### config.mk
export PLATFORM = sky130hd
export DESIGN_NAME = model_standard_transformer_sequencer
export DESIGN_NICKNAME = d
export VERILOG_FILES = /design/src/rtl/model_standard_transformer_sequencer.sv
export SDC_FILE = /design/constraint.sdc
export NUM_CORES = 2
export LEC_CHECK = 0
export CAP_MARGIN = 25
export CORE_MARGIN = 10
export CORE_UTILIZATION = 56
export CTS_BUF_LIST = sky130_fd_sc_hd__clkbuf_4
export DETAILED_ROUTE_END_ITERATION = 12
export MAX_ROUTING_LAYER = met4
export PLACE_DENSITY_LB_ADDON = 0.1
export SYNTH_ARGS = -nofsm -noshare
export SYNTH_HDL_FRONTEND = slang
export SYNTH_SLANG_ARGS = --single-unit
### constraint.sdc
create_clock -name CLK -period 33.8 [get_ports CLK]
set_input_delay 8.45 -clock CLK [delete_from_list [all_inputs] [get_ports CLK]]
set_output_delay 8.45 -clock CLK [all_outputs]
set_load 0.02 [all_outputs]
### src/rtl/model_standard_transformer_sequencer.sv
// model_standard_transformer_sequencer: streams W, B and X from parameter memory into the controller, runs it and captures H.
module model_standard_transformer_sequencer #(
   parameter int DATA_SIZE    = 64,
   parameter int CONTROL_SIZE = 64
) (
   input  logic                 CLK,
   input  logic                 RST,
   input  logic                 START,
   output logic                 READY,
   output logic                 ERROR,
   input  logic [DATA_SIZE-1:0] SIZE_X_IN,
   input  logic [DATA_SIZE-1:0] SIZE_L_IN,
   output logic [DATA_SIZE-1:0] MEM_ADDR,
   input  logic [DATA_SIZE-1:0] MEM_RDATA,
   output logic                 H_WE,
   output logic [DATA_SIZE-1:0] H_ADDR,
   output logic [DATA_SIZE-1:0] H_DATA,
   output logic                 CTRL_START,
   input  logic                 CTRL_READY,
   output logic                 CTRL_W_IN_L_ENABLE,
   output logic                 CTRL_W_IN_X_ENABLE,
   output logic                 CTRL_B_IN_ENABLE,
   output logic                 CTRL_X_IN_ENABLE,
   input  logic                 CTRL_W_OUT_L_ENABLE,
   input  logic                 CTRL_W_OUT_X_ENABLE,
   input  logic                 CTRL_B_OUT_ENABLE,
   input  logic                 CTRL_X_OUT_ENABLE,
   output logic [DATA_SIZE-1:0] CTRL_W_IN,
   output logic [DATA_SIZE-1:0] CTRL_B_IN,
   output logic [DATA_SIZE-1:0] CTRL_X_IN,
   input  logic                 CTRL_H_OUT_ENABLE,
   input  logic [DATA_SIZE-1:0] CTRL_H_OUT
);
   if (CONTROL_SIZE < 1) begin : g_bad_control_size
      $error("CONTROL_SIZE must be positive");
   end
   typedef enum logic [2:0] {IDLE, FETCH, PRESENT, WAIT_ACK, WAIT_ROW, RUN, DONE} state_t;
   typedef enum logic [1:0] {PH_W, PH_B, PH_X} phase_t;
   localparam logic [DATA_SIZE-1:0] ONE = 1;
   state_t state;
   phase_t phase;
   logic [DATA_SIZE-1:0] size_x, size_l, i, j, h_cnt, h_next;
   logic ovf, ack, last_col, last_row, h_take;
   // an ack in the strobe cycle itself belongs to the previous element and is dropped
   always_comb begin
      ack = (phase == PH_W ? CTRL_W_OUT_X_ENABLE : phase == PH_B ? CTRL_B_OUT_ENABLE : CTRL_X_OUT_ENABLE)
            && !(CTRL_W_IN_X_ENABLE || CTRL_B_IN_ENABLE || CTRL_X_IN_ENABLE);
      last_col = j == (phase == PH_B ? size_l : size_x) - ONE;
      last_row = i == size_l - ONE;
      h_take = CTRL_H_OUT_ENABLE && h_cnt < size_l;
      h_next = h_cnt + {{(DATA_SIZE-1){1'b0}}, CTRL_H_OUT_ENABLE};
   end
   // MEM_ADDR is itself the running address counter
   always_ff @(posedge CLK or posedge RST) begin
      if (RST) begin
         state <= IDLE;
         phase <= PH_W;
         {size_x, size_l, i, j, h_cnt, MEM_ADDR, H_ADDR, H_DATA} <= '0;
         {CTRL_W_IN, CTRL_B_IN, CTRL_X_IN} <= '0;
         {ovf, READY, ERROR, H_WE, CTRL_START} <= '0;
         {CTRL_W_IN_L_ENABLE, CTRL_W_IN_X_ENABLE, CTRL_B_IN_ENABLE, CTRL_X_IN_ENABLE} <= '0;
      end else begin
         {READY, H_WE, CTRL_START} <= '0;
         {CTRL_W_IN_L_ENABLE, CTRL_W_IN_X_ENABLE, CTRL_B_IN_ENABLE, CTRL_X_IN_ENABLE} <= '0;
         case (state)
            IDLE: if (START) begin
               size_x <= SIZE_X_IN;
               size_l <= SIZE_L_IN;
               {phase, i, j, h_cnt, MEM_ADDR, ovf} <= '0;
               ERROR <= SIZE_X_IN == '0 || SIZE_L_IN == '0;
               READY <= SIZE_X_IN == '0 || SIZE_L_IN == '0;
               state <= SIZE_X_IN == '0 || SIZE_L_IN == '0 ? DONE : FETCH;
            end
            FETCH: state <= PRESENT;
            PRESENT: begin
               state <= WAIT_ACK;
               case (phase)
                  PH_W: begin
                     CTRL_W_IN <= MEM_RDATA;
                     CTRL_W_IN_X_ENABLE <= 1'b1;
                     CTRL_W_IN_L_ENABLE <= j == '0;
                  end
                  PH_B: begin
                     CTRL_B_IN <= MEM_RDATA;
                     CTRL_B_IN_ENABLE <= 1'b1;
                  end
                  default: begin
                     CTRL_X_IN <= MEM_RDATA;
                     CTRL_X_IN_ENABLE <= 1'b1;
                  end
               endcase
            end
            WAIT_ACK: if (ack) begin
               MEM_ADDR <= MEM_ADDR + ONE;
               j <= last_col ? '0 : j + ONE;
               state <= FETCH;
               if (last_col && phase == PH_W) begin
                  if (!CTRL_W_OUT_L_ENABLE) state <= WAIT_ROW;
                  else begin
                     i <= i + ONE;
                     if (last_row) phase <= PH_B;
                  end
               end else if (last_col && phase == PH_B) phase <= PH_X;
               else if (last_col) begin
                  state <= RUN;
                  CTRL_START <= 1'b1;
               end
            end
            WAIT_ROW: if (CTRL_W_OUT_L_ENABLE) begin
               state <= FETCH;
               i <= i + ONE;
               if (last_row) phase <= PH_B;
            end
            RUN: begin
               H_WE <= h_take;
               if (h_take) begin
                  H_ADDR <= h_cnt;
                  H_DATA <= CTRL_H_OUT;
               end
               if (CTRL_H_OUT_ENABLE) h_cnt <= h_next;
               if (CTRL_H_OUT_ENABLE && !h_take) ovf <= 1'b1;
               if (CTRL_READY) begin
                  state <= DONE;
                  READY <= 1'b1;
                  ERROR <= h_next != size_l || ovf || (CTRL_H_OUT_ENABLE && !h_take);
               end
            end
            DONE: state <= IDLE;
            default: state <= IDLE;
         endcase
      end
   end
endmodule
# Yosys cells after proc, flatten, opt, wreduce, memory -nomap -nowiden

Cells that the tools add are included.

Register bits after elaboration: 718
Input bits: 265
Output and inout bits: 392
Logic and storage cells: 135

Reduce and logical (&&, ||, !) cells: 33
Bitwise operators: 1
Muxes and demuxes: 55
Add/subtract/negate cells: 6
Order comparisons: 1
Equal/unequal tests: 17

Operator list:

| kind                  | number |
|---|---|
| $mux 64               | 9 |
| $pmux 64 s2           | 3 |
| $add 64x1->64 const B | 3 |
| $logic_not 64->1      | 3 |
| $pmux 64 s3           | 1 |
| $eq 64x64->1          | 2 |
| $sub 64x1->64 const B | 2 |
| $add 64x1->64         | 1 |
| $lt 64x64->1          | 1 |
| $ne 64x64->1          | 1 |
| $mux 3                | 9 |
| $mux 1                | 22 |
| $pmux 3 s6            | 1 |
| $ne 2x2->1 const B    | 7 |
| $mux 2                | 6 |
| $reduce_and 3->1      | 4 |
| $reduce_and 4->1      | 3 |
| $reduce_and 2->1      | 5 |
| $eq 3x2->1 const B    | 2 |
| $eq 3x3->1 const B    | 2 |
| $pmux 1 s2            | 3 |
| $pmux 2 s3            | 1 |
| $logic_and 1x1->1     | 5 |
| $logic_or 1x1->1      | 5 |
| 10 further kinds      | 12 |

# Longest topological paths before layout

Depth in word-level cells: 9
Depth in mapped cells: 25

# Least setup slack after synthesis

Ideal clock, no wire load.

Kind: input-to-reg
Start: in CTRL_H_OUT_ENABLE
End: reg ERROR
Setup slack: 21.977 ns
Data arrival time: 11.695 ns
Cell stages on the path: 13
Path through: ha_1 nand4_1 nor4_1 nand4_1 nor2_1 nand2_1 or4_1 nor2_1 xnor2_1 nor4_1 nand4_1 nor4_1 a2bb2oi_1

Cells in the longest elaborated chain, start to end: 6
Elaborated cells between the ends (all ways): 9

Ends and longest elaborated chain:

| element                                               | RTL line | source |
|---|---|---|
| from (decl)                                           | 31       | `input logic CTRL_H_OUT_ENABLE,` |
| $add 64x1->64 or $logic_and 1x1->1 (tied branches)    | 51, 50   |  |
| $ne 64x64->1 or $logic_not 1->1 (tied branches)       | 125      | `ERROR <= h_next != size_l \|\| ovf \|\| (CTRL_H_OUT_ENABLE && !h_take);` |
| $logic_or 1x1->1 or $logic_and 1x1->1 (tied branches) | 125      |  |
| $logic_or 1x1->1 (*)                                  | 125      |  |
| $mux 1 (*)                                            | 122      | `if (CTRL_READY) begin` |
| $pmux 1 s2 (*)                                        | 65       | `case (state)` |
| to (signal assigned)                                  | 125      |  |
| to (decl)                                             | 10       | `output logic ERROR,` |

Every way passes the cells marked *; elsewhere a longest branch is shown, timed or not. The select of a mux whose other input is x is not followed.
A chain may end at the register's enable or synchronous reset.

# Final worst setup path

Ends and elaborated chain as after synthesis.

==> impl_metrics.env <==
export IMPL_status="finished clean"
export IMPL_crit_top_cell="nor4_1"
export IMPL_synth_main_ff_cell="dfrtp_1"
export IMPL_p_seq_share_pct=38.2
export IMPL_min_period_ns=12.13
export IMPL_tns_ns=0
export IMPL_synth_area_leaders="dfrtp_1 (44%), mux2_2 (7.4%), nand2_1 (7.0%), xnor2_1 (4.7%), o21ai_0 (3.3%)"
export IMPL_die_h_um=289
export IMPL_drive_gt1_share_pct=12.8
export IMPL_cp_end_kind="flip-flop"
export IMPL_p_sw_uw=1340
export IMPL_finalMaxSlewViolations=0
export IMPL_fin_worst_skew_ns=0.0954
export IMPL_vias=37797
export IMPL_reg2reg_from="phase[1]"
export IMPL_drv_cap=0
export IMPL_power_density_nw_per_um2=62.8
export IMPL_min_path_type="flip-flop to flip-flop"
export IMPL_antenna_found_initial=22
export IMPL_cp_slowest_cell="nor4_1"
export IMPL_hold_violations=0
export IMPL_synth_avg_cell_area_sq_um=9.12
export IMPL_cts_made_buffers=190
export IMPL_crit_type="input pin to flip-flop"
export IMPL_ant_nets=0
export IMPL_placed_area_sq_um=47500
export IMPL_die_width_um=289
export IMPL_r2r_end="i[43]"
export IMPL_worst_path_buf_inv=1
export IMPL_synth_area_leader_cell="dfrtp_1"
export IMPL_cts_max_level=4
export IMPL_portBuffers=656
export IMPL_max_slew_margin_rel_pct=22.3
export IMPL_rows=98
export IMPL_track_usage_pct=37.1
export IMPL_crit_required_ns=34.71
export IMPL_switching_share_pct=42.7
export IMPL_clk_latency_ns=1.12
export IMPL_nFillCells=5811
export IMPL_grt_max_degree=156
export IMPL_cts_hold_buf=0
export IMPL_route_detailed_drc=0
export IMPL_dp_cells=5794
export IMPL_clk_pin_slew_ns=0.07
export IMPL_r2r_cells=15
export IMPL_fin_crit_sh_pct=35.9
export IMPL_worst_path_largest_cell_delay_ns=0.73
export IMPL_finalInstanceArea_sq_um=50100
export IMPL_fmaxAchievable_mhz=82.4
export IMPL_crit_fanout=8
export IMPL_arrival_ns=13.04
export IMPL_rsz0062_at_grt="no"
export IMPL_area_delta_synth_final_pct=24.0
export IMPL_synth_edf_count=0
export IMPL_start_util_pct=56.5
export IMPL_async_reset_ff_share_pct=100
export IMPL_core_area_sq_um=71500
export IMPL_routedWlPerCell_um=25.2
export IMPL_clockBufferDepth=3
export IMPL_yosys_warnings=0
export IMPL_p_leak_uw=0.0222
export IMPL_wirelength_um=155000
export IMPL_crit_chain="clkdlybuf4s50_1 -> ha_1 -> ha_1 -> and3_1 -> nand4_1 -> nor3_1 -> and3_1 -> xnor2_1 -> nor4_1 -> o2111ai_1 -> nor4_1 -> nand4_1 -> nor4_1 -> a2bb2oi_1"
export IMPL_hold_depth=2
export IMPL_startpoint_type="input pin"
export IMPL_cp_top_family="simple AND/OR/NAND/NOR gates"
export IMPL_hp_start="CTRL_W_IN[15]"
export IMPL_final_cell_mix="nand2_1 (750), dfrtp_1 (718), clkdlybuf4s50_1 (656)"
export IMPL_gp_congestion=1.03
export IMPL_die_area_sq_um=83300
export IMPL_fin_hold_ws_ns=0.474
export IMPL_netlist_area_leader_share_pct=44.5
export IMPL_root_buffer="clkbuf_4"
export IMPL_comb_power_share_pct=36.6
export IMPL_overflow=0
export IMPL_final_common_cell="nand2_1"
export IMPL_seqCellArea_sq_um=18000
export IMPL_yosysUniqueCellTypes=80
export IMPL_cts_tree="done"
export IMPL_irDropWorstVdd_uv=45.1
export IMPL_hpwl_um=117000
export IMPL_cts_setup_buffers=0
export IMPL_pwr_share_clk_pct=25.3
export IMPL_syn_nets=4764
export IMPL_grt_pass1_vias=36240
export IMPL_via_per_inst=6.14
export IMPL_synth_area_sq_um=40400
export IMPL_fin_total_pwr_uw=3140
export IMPL_setup_viol=0
export IMPL_fin_cells=6156
export IMPL_grt_pass1_wl_um=228000
export IMPL_first_pass_iters=9
export IMPL_netlist_instances=4428
export IMPL_seq_area_frac_synth_pct=44.5
export IMPL_synth_seq_cells=718
export IMPL_io_pins=657
export IMPL_cts_num_sinks=718
export IMPL_ctsResizeCount=0
export IMPL_worst_pin_slew_ns=1.15
export IMPL_drt_iter0_drc=3979
export IMPL_holdPathEnd="CTRL_W_IN[15]"
export IMPL_internal_power_uw=1800
export IMPL_nets=5376
export IMPL_multiInputGateArea_sq_um=21000
export IMPL_r2r_setup_slack_ns=26.16
power groups by stage:
stage                     sequential (uW)  clock, uW  combinational (uW)
after floorplan                      1130          0                 719
after global placement               1200          0                1110
after detailed placement             1200          0                1120
after CTS                            1180        805                1130
after global routing                 1200        850                1240
final                                1200        795                1150
worst max path at each step:
stage / start / endpoint / slack, ns / cells after the start
finish: CTRL_H_OUT_ENABLE / ERROR / 21.67 / 14
global route: CTRL_H_OUT_ENABLE / ERROR / 21.38 / 14
CTS: CTRL_H_OUT_ENABLE / ERROR / 21.90 / 14
detailed placement: CTRL_H_OUT_ENABLE / ERROR / 20.77 / 14
global placement: CTRL_H_OUT_ENABLE / ERROR / 20.89 / 14
floorplan: RST / CTRL_B_IN[0] / 5.21 / 1
metal layers:
layer  wire [um]  share of wire, %  track usage (%)
met1       59100                38             45.5
met2       71800                46             56.8
met3       16400                11             10.4
met4        7600               4.9             16.5
met5           0                 0                -
cells in the mapped netlist (39+ instances only):
library cell,count
nand2_1,752
dfrtp_1,718
nor2_1,297
o21ai_0,270
mux2_2,266
clkbuf_1,244
xnor2_1,216
a21oi_1,158
nand3_1,154
xor2_1,140
nand4_1,126
nor4_1,117
inv_1,98
nor3_1,89
and3_1,81
mux2i_1,74
ha_1,71
o31ai_1,70
or3_1,61
or4_1,54
a21o_1,39
state kept, by name, indices dropped and copies added, names as in the netlist:
signal / flops
CTRL_B_IN: 64
CTRL_W_IN: 64
CTRL_X_IN: 64
H_ADDR: 64
H_DATA: 64
MEM_ADDR: 64
h_cnt: 64
i: 64
j: 64
size_l: 64
size_x: 64
state: 3
phase: 2
CTRL_B_IN_ENABLE: 1
CTRL_START: 1
CTRL_W_IN_L_ENABLE: 1
CTRL_W_IN_X_ENABLE: 1
CTRL_X_IN_ENABLE: 1
ERROR: 1
H_WE: 1
READY: 1
ovf: 1
final cells by class:
cell class / instances / area share [%]
multi-input cells: 3328 / 42.0
clock buffers: 290 / 4.35
inverters: 98 / 0.749
repair buffers: 704 / 14.0
well taps: 950 / 2.37
flip-flops and latches: 718 / 35.9
clock inverters: 47 / 0.600
diodes: 21 / 0.105
stage by stage:
step | utilization [%] | setup WS [ns]
final | 70.1 | 21.67
after global routing | 70.0 | 21.38
after CTS | 69.9 | 21.90
after detailed placement | 66.4 | 20.77
after global placement | 66.4 | 20.89
after floorplan | - | 5.21
logic make-up (layout without fill, tap and decap cells):
group	Yosys count	after routing	share of synthesized area [%]
muxes	340	340	9.25
xor gates and xnor gates	356	356	7.72
AOI/OAI and AO/OA	698	698	10.5
buffers and inverters	382	1139	3.68
other	0	21	0
and+or+nand+nor	1863	1863	22.2
DFF	718	718	44.5
adders and majority gates	71	71	2.20
tightest hold or removal path, delay by kind of cell (launching register included):
| family | cells | cell delay, ns |
|---|---|---|
| flip-flops | 1 | 0.34 |
| AND/OR/NAND/NOR | 2 | 0.10 |
No activity file was read; power rests on OpenSTA's default activity.
